--- src/rtl/hpdcache_sram_ctrl_pkg.sv ---
// Shared types for the single-port SRAM controller: FSM states and port count.
package hpdcache_sram_ctrl_pkg;

  localparam int unsigned NPORTS = 2;

  typedef enum logic [1:0] {
    IDLE = 2'd0,
    INIT = 2'd1,
    RUN  = 2'd2
  } ctrl_state_e;

endpackage

--- src/rtl/hpdcache_sram_ctrl_rrarb.sv ---
// Two-input round-robin arbiter; the pointer names the port that wins a tie
// and always moves to the port that was not granted.
module hpdcache_sram_ctrl_rrarb
  import hpdcache_sram_ctrl_pkg::*;
(
  input  logic              clk,
  input  logic              rst,
  input  logic              en_i,
  input  logic [NPORTS-1:0] req_i,
  output logic [NPORTS-1:0] gnt_o
);

  logic ptr_q, ptr_d;

  always_comb begin
    gnt_o = '0;
    ptr_d = ptr_q;
    if (en_i) begin
      if (&req_i) begin
        gnt_o[ptr_q] = 1'b1;
        ptr_d        = ~ptr_q;
      end else if (req_i[0]) begin
        gnt_o = 2'b01;
        ptr_d = 1'b1;
      end else if (req_i[1]) begin
        gnt_o = 2'b10;
        ptr_d = 1'b0;
      end
    end
  end

  always_ff @(posedge clk) begin
    if (rst) ptr_q <= 1'b0;
    else     ptr_q <= ptr_d;
  end

endmodule

--- src/rtl/hpdcache_sram_1rw_ctrl.sv ---
// Two-port front end for a single-port (1RW) SRAM with optional zero-fill after reset.
// Handshake: a request transfers in a cycle where req_valid_i[p] and req_ready_o[p] are both 1; until then the requester holds it stable.
module hpdcache_sram_1rw_ctrl
  import hpdcache_sram_ctrl_pkg::*;
#(
  parameter int unsigned ADDR_SIZE     = 6,
  parameter int unsigned DATA_SIZE     = 64,
  parameter int unsigned NDATA         = 1,
  parameter int unsigned DEPTH         = 2**ADDR_SIZE,
  parameter int unsigned INIT_ON_RESET = 1
) (
  input  logic                                      clk,
  input  logic                                      rst,
  input  logic [NPORTS-1:0]                         req_valid_i,
  output logic [NPORTS-1:0]                         req_ready_o,
  input  logic [NPORTS-1:0]                         req_we_i,
  input  logic [NPORTS-1:0][ADDR_SIZE-1:0]          req_addr_i,
  input  logic [NPORTS-1:0][NDATA*DATA_SIZE-1:0]    req_wdata_i,
  input  logic [NPORTS-1:0][NDATA*DATA_SIZE/8-1:0]  req_wbe_i,
  output logic [NPORTS-1:0]                         rsp_valid_o,
  output logic [NDATA*DATA_SIZE-1:0]                rsp_rdata_o,
  output logic                                      sram_cs_o,
  output logic                                      sram_we_o,
  output logic [ADDR_SIZE-1:0]                      sram_addr_o,
  output logic [NDATA*DATA_SIZE-1:0]                sram_wdata_o,
  output logic [NDATA*DATA_SIZE/8-1:0]              sram_wbyteenable_o,
  input  logic [NDATA*DATA_SIZE-1:0]                sram_rdata_i,
  output logic                                      init_done_o,
  output ctrl_state_e                               dbg_state_o
);

  localparam logic [ADDR_SIZE-1:0] LAST_ROW = ADDR_SIZE'(DEPTH - 1);

  ctrl_state_e          state_q, state_d;
  logic [ADDR_SIZE-1:0] cnt_q, cnt_d;
  logic [NPORTS-1:0]    rsp_valid_q, rsp_valid_d;
  logic                 init_done_q, init_done_d;
  logic [NPORTS-1:0]    gnt;

  // Arbitration is frozen while reset is high so stale RUN state grants nothing.
  hpdcache_sram_ctrl_rrarb u_rrarb (
    .clk   (clk),
    .rst   (rst),
    .en_i  ((state_q == RUN) && !rst),
    .req_i (req_valid_i),
    .gnt_o (gnt)
  );

  always_comb begin
    state_d            = state_q;
    cnt_d              = cnt_q;
    sram_cs_o          = 1'b0;
    sram_we_o          = 1'b0;
    sram_addr_o        = '0;
    sram_wdata_o       = '0;
    sram_wbyteenable_o = '0;
    case (state_q)
      IDLE: begin
        cnt_d   = '0;
        state_d = (INIT_ON_RESET != 0) ? INIT : RUN;
      end
      INIT: begin
        sram_cs_o          = 1'b1;
        sram_we_o          = 1'b1;
        sram_addr_o        = cnt_q;
        sram_wbyteenable_o = '1;
        cnt_d              = cnt_q + ADDR_SIZE'(1);
        if (cnt_q == LAST_ROW) begin
          cnt_d   = '0;
          state_d = RUN;
        end
      end
      RUN: begin
        for (int unsigned p = 0; p < NPORTS; p++) begin
          if (gnt[p]) begin
            sram_cs_o          = 1'b1;
            sram_we_o          = req_we_i[p];
            sram_addr_o        = req_addr_i[p];
            sram_wdata_o       = req_wdata_i[p];
            sram_wbyteenable_o = req_wbe_i[p];
          end
        end
      end
      default: state_d = IDLE;
    endcase
    if (rst) sram_cs_o = 1'b0;
    rsp_valid_d = gnt & ~req_we_i;
    init_done_d = (state_d == RUN);
  end

  always_ff @(posedge clk) begin
    if (rst) begin
      state_q     <= IDLE;
      cnt_q       <= '0;
      rsp_valid_q <= '0;
      init_done_q <= 1'b0;
    end else begin
      state_q     <= state_d;
      cnt_q       <= cnt_d;
      rsp_valid_q <= rsp_valid_d;
      init_done_q <= init_done_d;
    end
  end

  // Gating with rst kills a response whose read was granted just before reset.
  assign req_ready_o = gnt;
  assign rsp_valid_o = rsp_valid_q & {NPORTS{~rst}};
  assign rsp_rdata_o = sram_rdata_i;
  assign init_done_o = init_done_q & ~rst;
  assign dbg_state_o = state_q;

endmodule

--- config.mk ---
export PLATFORM = sky130hd
export DESIGN_NAME = hpdcache_sram_1rw_ctrl
export DESIGN_NICKNAME = d
export VERILOG_FILES = /design/src/rtl/hpdcache_sram_ctrl_pkg.sv /design/src/rtl/hpdcache_sram_ctrl_rrarb.sv /design/src/rtl/hpdcache_sram_1rw_ctrl.sv
export SDC_FILE = /design/constraint.sdc
export NUM_CORES = 1
export LEC_CHECK = 0
export BUFFER_PORTS_ARGS = -buffer_cell sky130_fd_sc_hd__buf_4
export CAP_MARGIN = 20
export CORE_AREA = 2 2 147 149
export DETAILED_ROUTE_END_ITERATION = 16
export DIE_AREA = 0 0 149 151
export PLACE_DENSITY = 0.45
export SLEW_MARGIN = 30
export SYNTH_ARGS = -nofsm -noshare
export SYNTH_HDL_FRONTEND = slang
export SYNTH_SLANG_ARGS = --single-unit
--- constraint.sdc ---
create_clock -name clk -period 2.3 [get_ports clk]
set_input_delay 0.115 -clock clk [delete_from_list [all_inputs] [get_ports clk]]
set_output_delay 0.115 -clock clk [all_outputs]
set_load 0.05 [all_outputs]
Yosys cells after proc, flatten, opt, wreduce, memory -nomap -nowiden. Cells that the tools add are included.

Word-level logic and storage cells: 55. Register bits: 12. Output and inout port bits: 151. Input port bits: 226.

$add $sub $neg: 1. Order comparisons: 2. Reductions and logical operators: 8. Multiplexer cells: 29. Equality and inequality tests: 4. Bitwise gates (word level): 6.

Operators with widths (number): 2-to-1 mux 64 bit (3); case mux 6 bit (2 select lines) (2); 2-to-1 mux 6 bit (3); 2-to-1 mux 8 bit (2); case mux 8 bit (2 select lines) (1); 2-to-1 mux 2 bit (5); 2-to-1 mux 1 bit (9); adder 6 x 1 -> 6 bit, second input constant (1); == test 6 bit, second input constant (1); case mux 2 bit (3 select lines) (1); AND 2 bit (2); == test 2 bit, second input constant (2); case mux 1 bit (2 select lines) (2); AND reduction 2 bit (2); nonzero test 3 bit (1); == test 2 x 1 -> 1 bit, second input constant (1); logical AND 1 bit (2); zero test 2 bit (1); less-than comparator 1 x 2 -> 1 bit, second input constant (1); inverter 1 bit (2); inverter 2 bit (1); nonzero test 2 bit (1); AND 1 bit (1); demux 1 bit (select 1 bit) (1); other kinds (2) (2).

Logic depth before layout (Yosys ltp). Gate-level depths: netlist of the first run.

Word-level depth: 10. Depth in mapped cells: 9. Mapped depth without buffers: 5.

Hierarchy. From an unflattened synthesis of the first run, not the netlist that was laid out.

Cells, all modules: 367. Area total of the unflattened synthesis: 2578.7 um^2.

By module, submodules not included: hpdcache_sram_1rw_ctrl (cells an instance 359, area an instance 2523.7 um^2, times used 1, seq. area each 220.2 um^2); hpdcache_sram_ctrl_rrarb (cells an instance 8, area an instance 55.1 um^2, times used 1, seq. area each 20.0 um^2).

Least setup slack after synthesis of the first run. OpenSTA, ideal clock, no wires.

Kind: register to output. Start point: register state_q[1] (netlist: dbg_state_o[1]). End point: output sram_addr_o[0]. Arrival: 2.511 ns. Cell stages (with the launch flop): 8. Required time: 2.185 ns. Path buffers: 3. Slack: -0.326 ns. Cells stage by stage: dfxtp_1 ha_1 buf_2 and3b_1 buf_2 clkbuf_1 nand3_1 a21oi_1.

Longest elaborated chain between the ends: 6. Elaborated cells between the ends (all ways): 7. Classes of those cells: eq/ne (2); mux (4); reduce/logical (1).

RTL lines: from (decl) (line hpdcache_sram_1rw_ctrl.sv:34) `ctrl_state_e state_q, state_d;`; from (signal assigned) (line hpdcache_sram_1rw_ctrl.sv:98) `state_q <= state_d;`; == test 2 bit (line hpdcache_sram_1rw_ctrl.sv:44, hpdcache_sram_1rw_ctrl.sv:57); logical AND 1 bit (line hpdcache_sram_1rw_ctrl.sv:44) `.en_i ((state_q == RUN) && !rst),`; 2-to-1 mux 2 bit (line hpdcache_sram_ctrl_rrarb.sv:18) `if (en_i) begin`; 2-to-1 mux 6 bit (2 in a row) (line hpdcache_sram_1rw_ctrl.sv:75) `if (gnt[p]) begin`; case mux 6 bit (2 select lines) (*) (line hpdcache_sram_1rw_ctrl.sv:57) `case (state_q)`; to (decl) (line hpdcache_sram_1rw_ctrl.sv:24) `output logic [ADDR_SIZE-1:0] sram_addr_o,`.

Every way passes the cells marked *; elsewhere a longest branch is shown, timed or not.

Worst setup path in the final report of the first run.
Start point: register state_q[0] (netlist: dbg_state_o[0]). End point: output sram_wdata_o[61].

Longest elaborated chain between the ends: 6.

RTL lines: == test 2 bit (*) (line hpdcache_sram_1rw_ctrl.sv:44, hpdcache_sram_1rw_ctrl.sv:57); logical AND 1 bit (line hpdcache_sram_1rw_ctrl.sv:44); 2-to-1 mux 2 bit (line hpdcache_sram_ctrl_rrarb.sv:18); 2-to-1 mux 64 bit (2 in a row) (line hpdcache_sram_1rw_ctrl.sv:75); 2-to-1 mux 64 bit (*) (line hpdcache_sram_1rw_ctrl.sv:57); to (decl) (line hpdcache_sram_1rw_ctrl.sv:25) `output logic [NDATA*DATA_SIZE-1:0] sram_wdata_o,`.

Marks and branches as above.

==> impl_metrics.env, run 1 <==
export IMPL_die_area_mm2=0.0225
export IMPL_numCtsBuffers=3
export IMPL_grt_pass1_vias=2860
export IMPL_max_freq_ghz=0.465
export IMPL_power_leakage_nw=1.85
export IMPL_setup_violations=0
export IMPL_postRouteAntennaNets=0
export IMPL_grt_max_degree=32
export IMPL_cp_required_ns=2.18
export IMPL_power_density_mw_per_mm2=247
export IMPL_gp_congestion=0.721
export IMPL_syn_inst=277
export IMPL_ctsRootBufferMaster="clkbuf_16"
export IMPL_criticalPathCategory="flop to primary output"
export IMPL_row_count=53
export IMPL_slew_viol_final=0
export IMPL_ys_seq_area_share_pct=11.3
export IMPL_drv_cap=0
export IMPL_drt_iter0_drc=105
export IMPL_htree_levels=1
export IMPL_yosys_most_used_dff="dfxtp_1"
export IMPL_crit_slowest_cell="dfxtp_2"
export IMPL_grt_overflow=0
export IMPL_clk_pin_slew_ns=0.05
export IMPL_endpoint_kind="primary output"
export IMPL_antenna_found_initial=0
export IMPL_track_usage_pct=12.1
export IMPL_status="finished clean"
export IMPL_critPathMaxFanout=24
export IMPL_finalHoldViolCount=0
export IMPL_yosysUniqueCellTypes=35
export IMPL_yosysWarnings=0
export IMPL_route_detailed_drc=0
export IMPL_max_stage_delay_ns=0.34
export IMPL_cts_sinks=12
export IMPL_clk_path_buf_depth=2
export IMPL_start_util_pct=10.2
export IMPL_core_area_mm2=0.0208
export IMPL_fin_crit_sh_pct=93.6
export IMPL_synth_common_cells="a22o_1 (64), buf_4 (64), nand3_1 (17)"
export IMPL_place_hpwl_um=12700
export IMPL_worstRegToRegCells=6
export IMPL_tns_ns=0
export IMPL_finalClockSkew_ns=0.00490
export IMPL_tightest_slew_ns=0.533
export IMPL_startpoint_type="flop"
export IMPL_synth_top_cell_area_share_pct=26.4
export IMPL_pre_cts_slack_ns=0.249
export IMPL_rsz0062_at_grt="no"
export IMPL_synth_async_reset_ratio_pct=0
export IMPL_ys_ff_latch=12
export IMPL_first_pass_iters=4
export IMPL_drt_total_wl_um=15000
export IMPL_synth_avg_cell_area_um2=7.67
export IMPL_fin_hold_ws_ns=0.0334
export IMPL_grt_pass1_wl_um=19700
export IMPL_synthTopCellsByArea="a22o_1 (26%), buf_4 (23%), dfxtp_1 (11%)"
export IMPL_cts_tree="yes"
export IMPL_slew_headroom_pct=63.6
export IMPL_io_pins=377
export IMPL_syn_nets=508
export IMPL_die_x_um=149
export IMPL_die_height_um=151
export IMPL_synth_edff_count=0
export IMPL_cts_hold_buffers=0
export IMPL_final_nets=685
export IMPL_port_buffers=248
export IMPL_ir_drop_v=0.000220
export IMPL_synth_top_area_cell="a22o_1"
export IMPL_routedWlPerCell_um=20.7
export IMPL_vias_per_cell=3.95
export IMPL_area_growth_pct=91.0
export IMPL_drive_gt1_share_pct=63.6
export IMPL_worstPathArrival_ns=2.04
export IMPL_worst_slack_ns=0.148
export IMPL_min_path_cells=2
export IMPL_hp_class="primary input to flop"
export IMPL_clk_latency_ns=0.25
export IMPL_crit_chain="inv_1 > ha_2 > and3b_1 > and2_4 > buf_12 > a22o_1 > buf_4"
export IMPL_num_antenna_cells=0
export IMPL_synthesis_area_mm2=0.00212
export IMPL_vias=2878
export IMPL_period_minus_slack_ns=2.15
[area by class of cell]
type,instances,area (um2)
Fill cell,2376,16800
Timing Repair Buffer,262,2030
Multi-Input combinational cell,170,1330
Tap cell,275,344
Sequential cell,12,243
Clock buffer,4,88.8
Inverter,5,18.8
[worst max-delay path: cells and delay by family, from the launching register on]
kind / cells / cell delay, ns
and+or+nand+nor: 2 / 0.47
buffers and inverters: 3 / 0.51
DFF: 1 / 0.34
adders and majority gates: 1 / 0.25
AOI/OAI and AO/OA: 1 / 0.21
[path summary, 6_finish.rpt]
| path | startpoint | end | slack [ns] |
|---|---|---|---|
| max | dbg_state_o[0]$_SDFF_PP0_ | sram_wdata_o[61] | 0.15 |
| min | req_we_i[0] | rsp_valid_q[0]$_SDFF_PP0_ | 0.03 |
| max reg2reg | dbg_state_o[1]$_SDFF_PP0_ | cnt_q[5]$_SDFFE_PP0P_ | 0.62 |
| min reg2reg | u_rrarb.ptr_q$_SDFFE_PP0P_ | u_rrarb.ptr_q$_SDFFE_PP0P_ | 0.48 |
[kinds of logic (layout without fill, tap and decap cells)]
group | count (synthesis) | count (layout) | share of synthesized area (%)
adders and majority gates | 5 | 5 | 2.95
buffers and inverters | 95 | 271 | 30.9
and+or+nand+nor | 54 | 54 | 14.6
AOI/OAI and AO/OA | 111 | 111 | 40.2
DFF | 12 | 12 | 11.3
[layer usage]
metal / wire [um] / share of wire [%] / up-vias / track usage, %
li1: - / - / 1336 / -
met1: 6030 / 40 / 1331 / 14.9
met2: 6840 / 45 / 199 / 18.9
met3: 2020 / 13 / 12 / 6.57
met4: 151 / 1.0 / 0 / 2.14
met5: 0 / 0 / - / 0
[layout by cell type (no fill, tap or decap), drive strengths merged]
cell type,n
and2b,1
nand3b,4
ha,5
o21ai,6
nor3,2
nand3,17
nor2b,6
buf,262
a311oi,1
and4,1
and2,2
o211ai,1
nand4,3
nand2b,3
a211oi,2
a21boi,1
a32oi,5
a2111oi,1
nand2,7
nor3b,1
o31a,1
inv,5
dfxtp,12
or4,1
or3,1
a31oi,12
and3b,2
a22o,64
a21oi,16
o31ai,1
nor2,3
clkbuf,4
[power breakdown]
| part | total (W) | internal (W) | switching (W) |
|---|---|---|---|
| clock | 0.000364 | 0.000263 | 0.000100 |
| sequential | 0.000224 | 0.000215 | 0.00000871 |
| combinational | 0.000413 | 0.000227 | 0.000186 |
| total | 0.00100 | 0.000705 | 0.000295 |
[per-stage QoR]
step / util, % / std cells / area (um2) / power, W
6_report: 19.5 / 728 / 4060 / 0.00100
5_1_grt: 19.5 / 728 / 4060 / 0.00105
4_1_cts: 19.5 / 728 / 4050 / 0.00101
3_5_place_dp: 18.9 / 722 / 3940 / 0.000644
3_3_place_gp: 18.9 / 722 / 3940 / 0.000651
2_1_floorplan: - / 277 / 2230 / 0.000662
[timing repair]
item                       CTS  global route
pin swaps                    1             0
resized for setup            0             1
setup buffers                2             0
setup endpoints to repair    3             6
[state kept, by name (all words and copies together) (netlist names)]
signal,count
cnt_q,6
dbg_state_o,2
rsp_valid_q,2
init_done_q,1
u_rrarb.ptr_q,1
Note: power is estimated with default switching activity, not from simulation.
==> inputs of run 2 (changes only) <==
Settings changed: BUFFER_PORTS_ARGS -buffer_cell sky130_fd_sc_hd__buf_4 to -buffer_cell sky130_fd_sc_hd__buf_2, SETUP_SLACK_MARGIN set to 0.5.
==> impl_metrics.env, run 2 (synthesized netlist as in run 1, its figures left out) <==
export IMPL_die_x_um=149
export IMPL_routedWlPerCell_um=18.8
export IMPL_max_stage_delay_ns=0.35
export IMPL_start_util_pct=10.2
export IMPL_crit_chain="inv_4 > ha_4 > and3b_2 > and2_4 > buf_12 > clkbuf_16 > a22o_4 > buf_12"
export IMPL_num_antenna_cells=0
export IMPL_top_register="cnt_q"
export IMPL_slew_headroom_pct=65.2
export IMPL_core_area_mm2=0.0208
export IMPL_grt_pass1_wl_um=18400
export IMPL_clk_latency_ns=0.24
export IMPL_io_pins=377
export IMPL_drt_total_wl_um=14200
export IMPL_port_buffers=248
export IMPL_fin_crit_sh_pct=86.6
export IMPL_critPathMaxFanout=9
export IMPL_grt_overflow=0
export IMPL_die_area_mm2=0.0225
export IMPL_tightest_slew_ns=0.509
export IMPL_first_pass_iters=5
export IMPL_post_route_cell_area_mm2=0.00552
export IMPL_place_area_mm2=0.00410
export IMPL_postRouteAntennaNets=0
export IMPL_area_growth_pct=160
export IMPL_drt_iter0_drc=60
export IMPL_ctsRootBufferMaster="clkbuf_16"
export IMPL_grt_pass1_vias=3015
export IMPL_htree_levels=1
export IMPL_criticalPathCategory="flop to primary output"
export IMPL_row_count=53
export IMPL_antenna_found_initial=1
export IMPL_gp_congestion=0.737
export IMPL_numCtsBuffers=3
export IMPL_track_usage_pct=10.8
export IMPL_power_leakage_nw=2.48
export IMPL_reg2reg_slack_ns=0.63
export IMPL_ir_drop_v=0.000298
export IMPL_route_detailed_drc=0
export IMPL_status="finished clean"
export IMPL_hp_class="primary input to flop"
export IMPL_vias=3002
export IMPL_clk_pin_slew_ns=0.05
export IMPL_period_minus_slack_ns=1.99
export IMPL_die_height_um=151
export IMPL_final_cell_mix="buf_2 (166), a22o_4 (61), buf_6 (59)"
export IMPL_cts_sinks=12
export IMPL_mostFrequentLayoutCell="buf_2"
export IMPL_finalClockSkew_ns=0.00688
export IMPL_cts_tree="yes"
export IMPL_cp_required_ns=2.18
export IMPL_power_w=0.00104
export IMPL_endpoint_kind="primary output"
export IMPL_final_nets=713
export IMPL_drv_cap=0
export IMPL_largest_reg_flops=6
export IMPL_rsz0062_at_grt="yes"
export IMPL_clk_path_buf_depth=2
export IMPL_grt_max_degree=36
export IMPL_crit_slowest_cell="dfxtp_4"
export IMPL_startpoint_type="flop"
export IMPL_power_density_mw_per_mm2=188
export IMPL_fin_util_pct=26.5
export IMPL_fin_hold_ws_ns=0.0611
export IMPL_finalHoldViolCount=0
export IMPL_place_hpwl_um=10600
export IMPL_tns_ns=0
export IMPL_setup_violations=0
export IMPL_worstPathArrival_ns=1.88
export IMPL_drive_gt1_share_pct=82.7
export IMPL_vias_per_cell=3.97
export IMPL_max_freq_ghz=0.502
export IMPL_cp_common_cell="buf_12"
export IMPL_slew_viol_final=0
-- run 2: cell types whose count changed in the layout (fill, tap and decap cells not counted), sizes merged --
cell      change
clkinv        +1
clkbuf        +4
buf          +23
clkinvlp      +1
inv           -1
-- run 2: path summary, 6_finish.rpt --
kind                                    from                          to  depth (start not counted)
setup reg to reg       cnt_q[0]$_SDFFE_PP0P_   dbg_state_o[0]$_SDFF_PP0_                          4
setup / recovery   dbg_state_o[0]$_SDFF_PP0_            sram_wdata_o[34]                          8
hold reg to reg   u_rrarb.ptr_q$_SDFFE_PP0P_  u_rrarb.ptr_q$_SDFFE_PP0P_                          2
hold / removal                   req_we_i[1]   rsp_valid_q[1]$_SDFF_PP0_                          2
-- run 2: critical path, delay by kind of cell, from the launching register on --
kind / cells / cell delay, ns
compound gates: 1 / 0.23
simple gates: 2 / 0.39
fa+ha+maj: 1 / 0.15
flops: 1 / 0.35
buf+inv: 4 / 0.50
-- run 2: report_power, final --
part | switching (W) | leakage [nW] | internal [W]
Combinational | 0.000274 | 2.34 | 0.000218
Clock | 0.0000964 | 0.0385 | 0.000230
Sequential | 0.00000939 | 0.0985 | 0.000214
Total | 0.000380 | 2.48 | 0.000661
-- run 2: metrics by stage --
stage	worst slack [ns]	instances
floorplan	0.362	277
global placement	0.380	723
detailed placement	0.344	723
CTS	0.295	743
global route	0.259	756
finish	0.309	756
-- run 2: what timing repair did --
action / CTS / global route
pin swaps: 12 / 20
gates resized for setup: 156 / 54
setup endpoints to repair: 84 / 82
cloned: 6 / 6
buffers inserted: 10 / 7
hold buffers: 0 / 0
-- run 2: final cells by class --
type,count,area (um2)
well taps,275,344
fillers,2197,15300
clock buffers,3,75.1
inverters,5,25.0
repair buffers,290,2600
flip-flops and latches,12,248
clock inverters,1,3.75
multi-input cells,170,2230
-- run 2: metal layers --
| metal | GRT usage, % | up-vias | share of wire [%] |
|---|---|---|---|
| met5 | 0 | - | 0.091 |
| met4 | 0.524 | 2 | 0.19 |
| met3 | 3.67 | 6 | 8.7 |
| met2 | 19.3 | 185 | 50 |
| met1 | 13.2 | 1407 | 41 |
| li1 | - | 1402 | - |
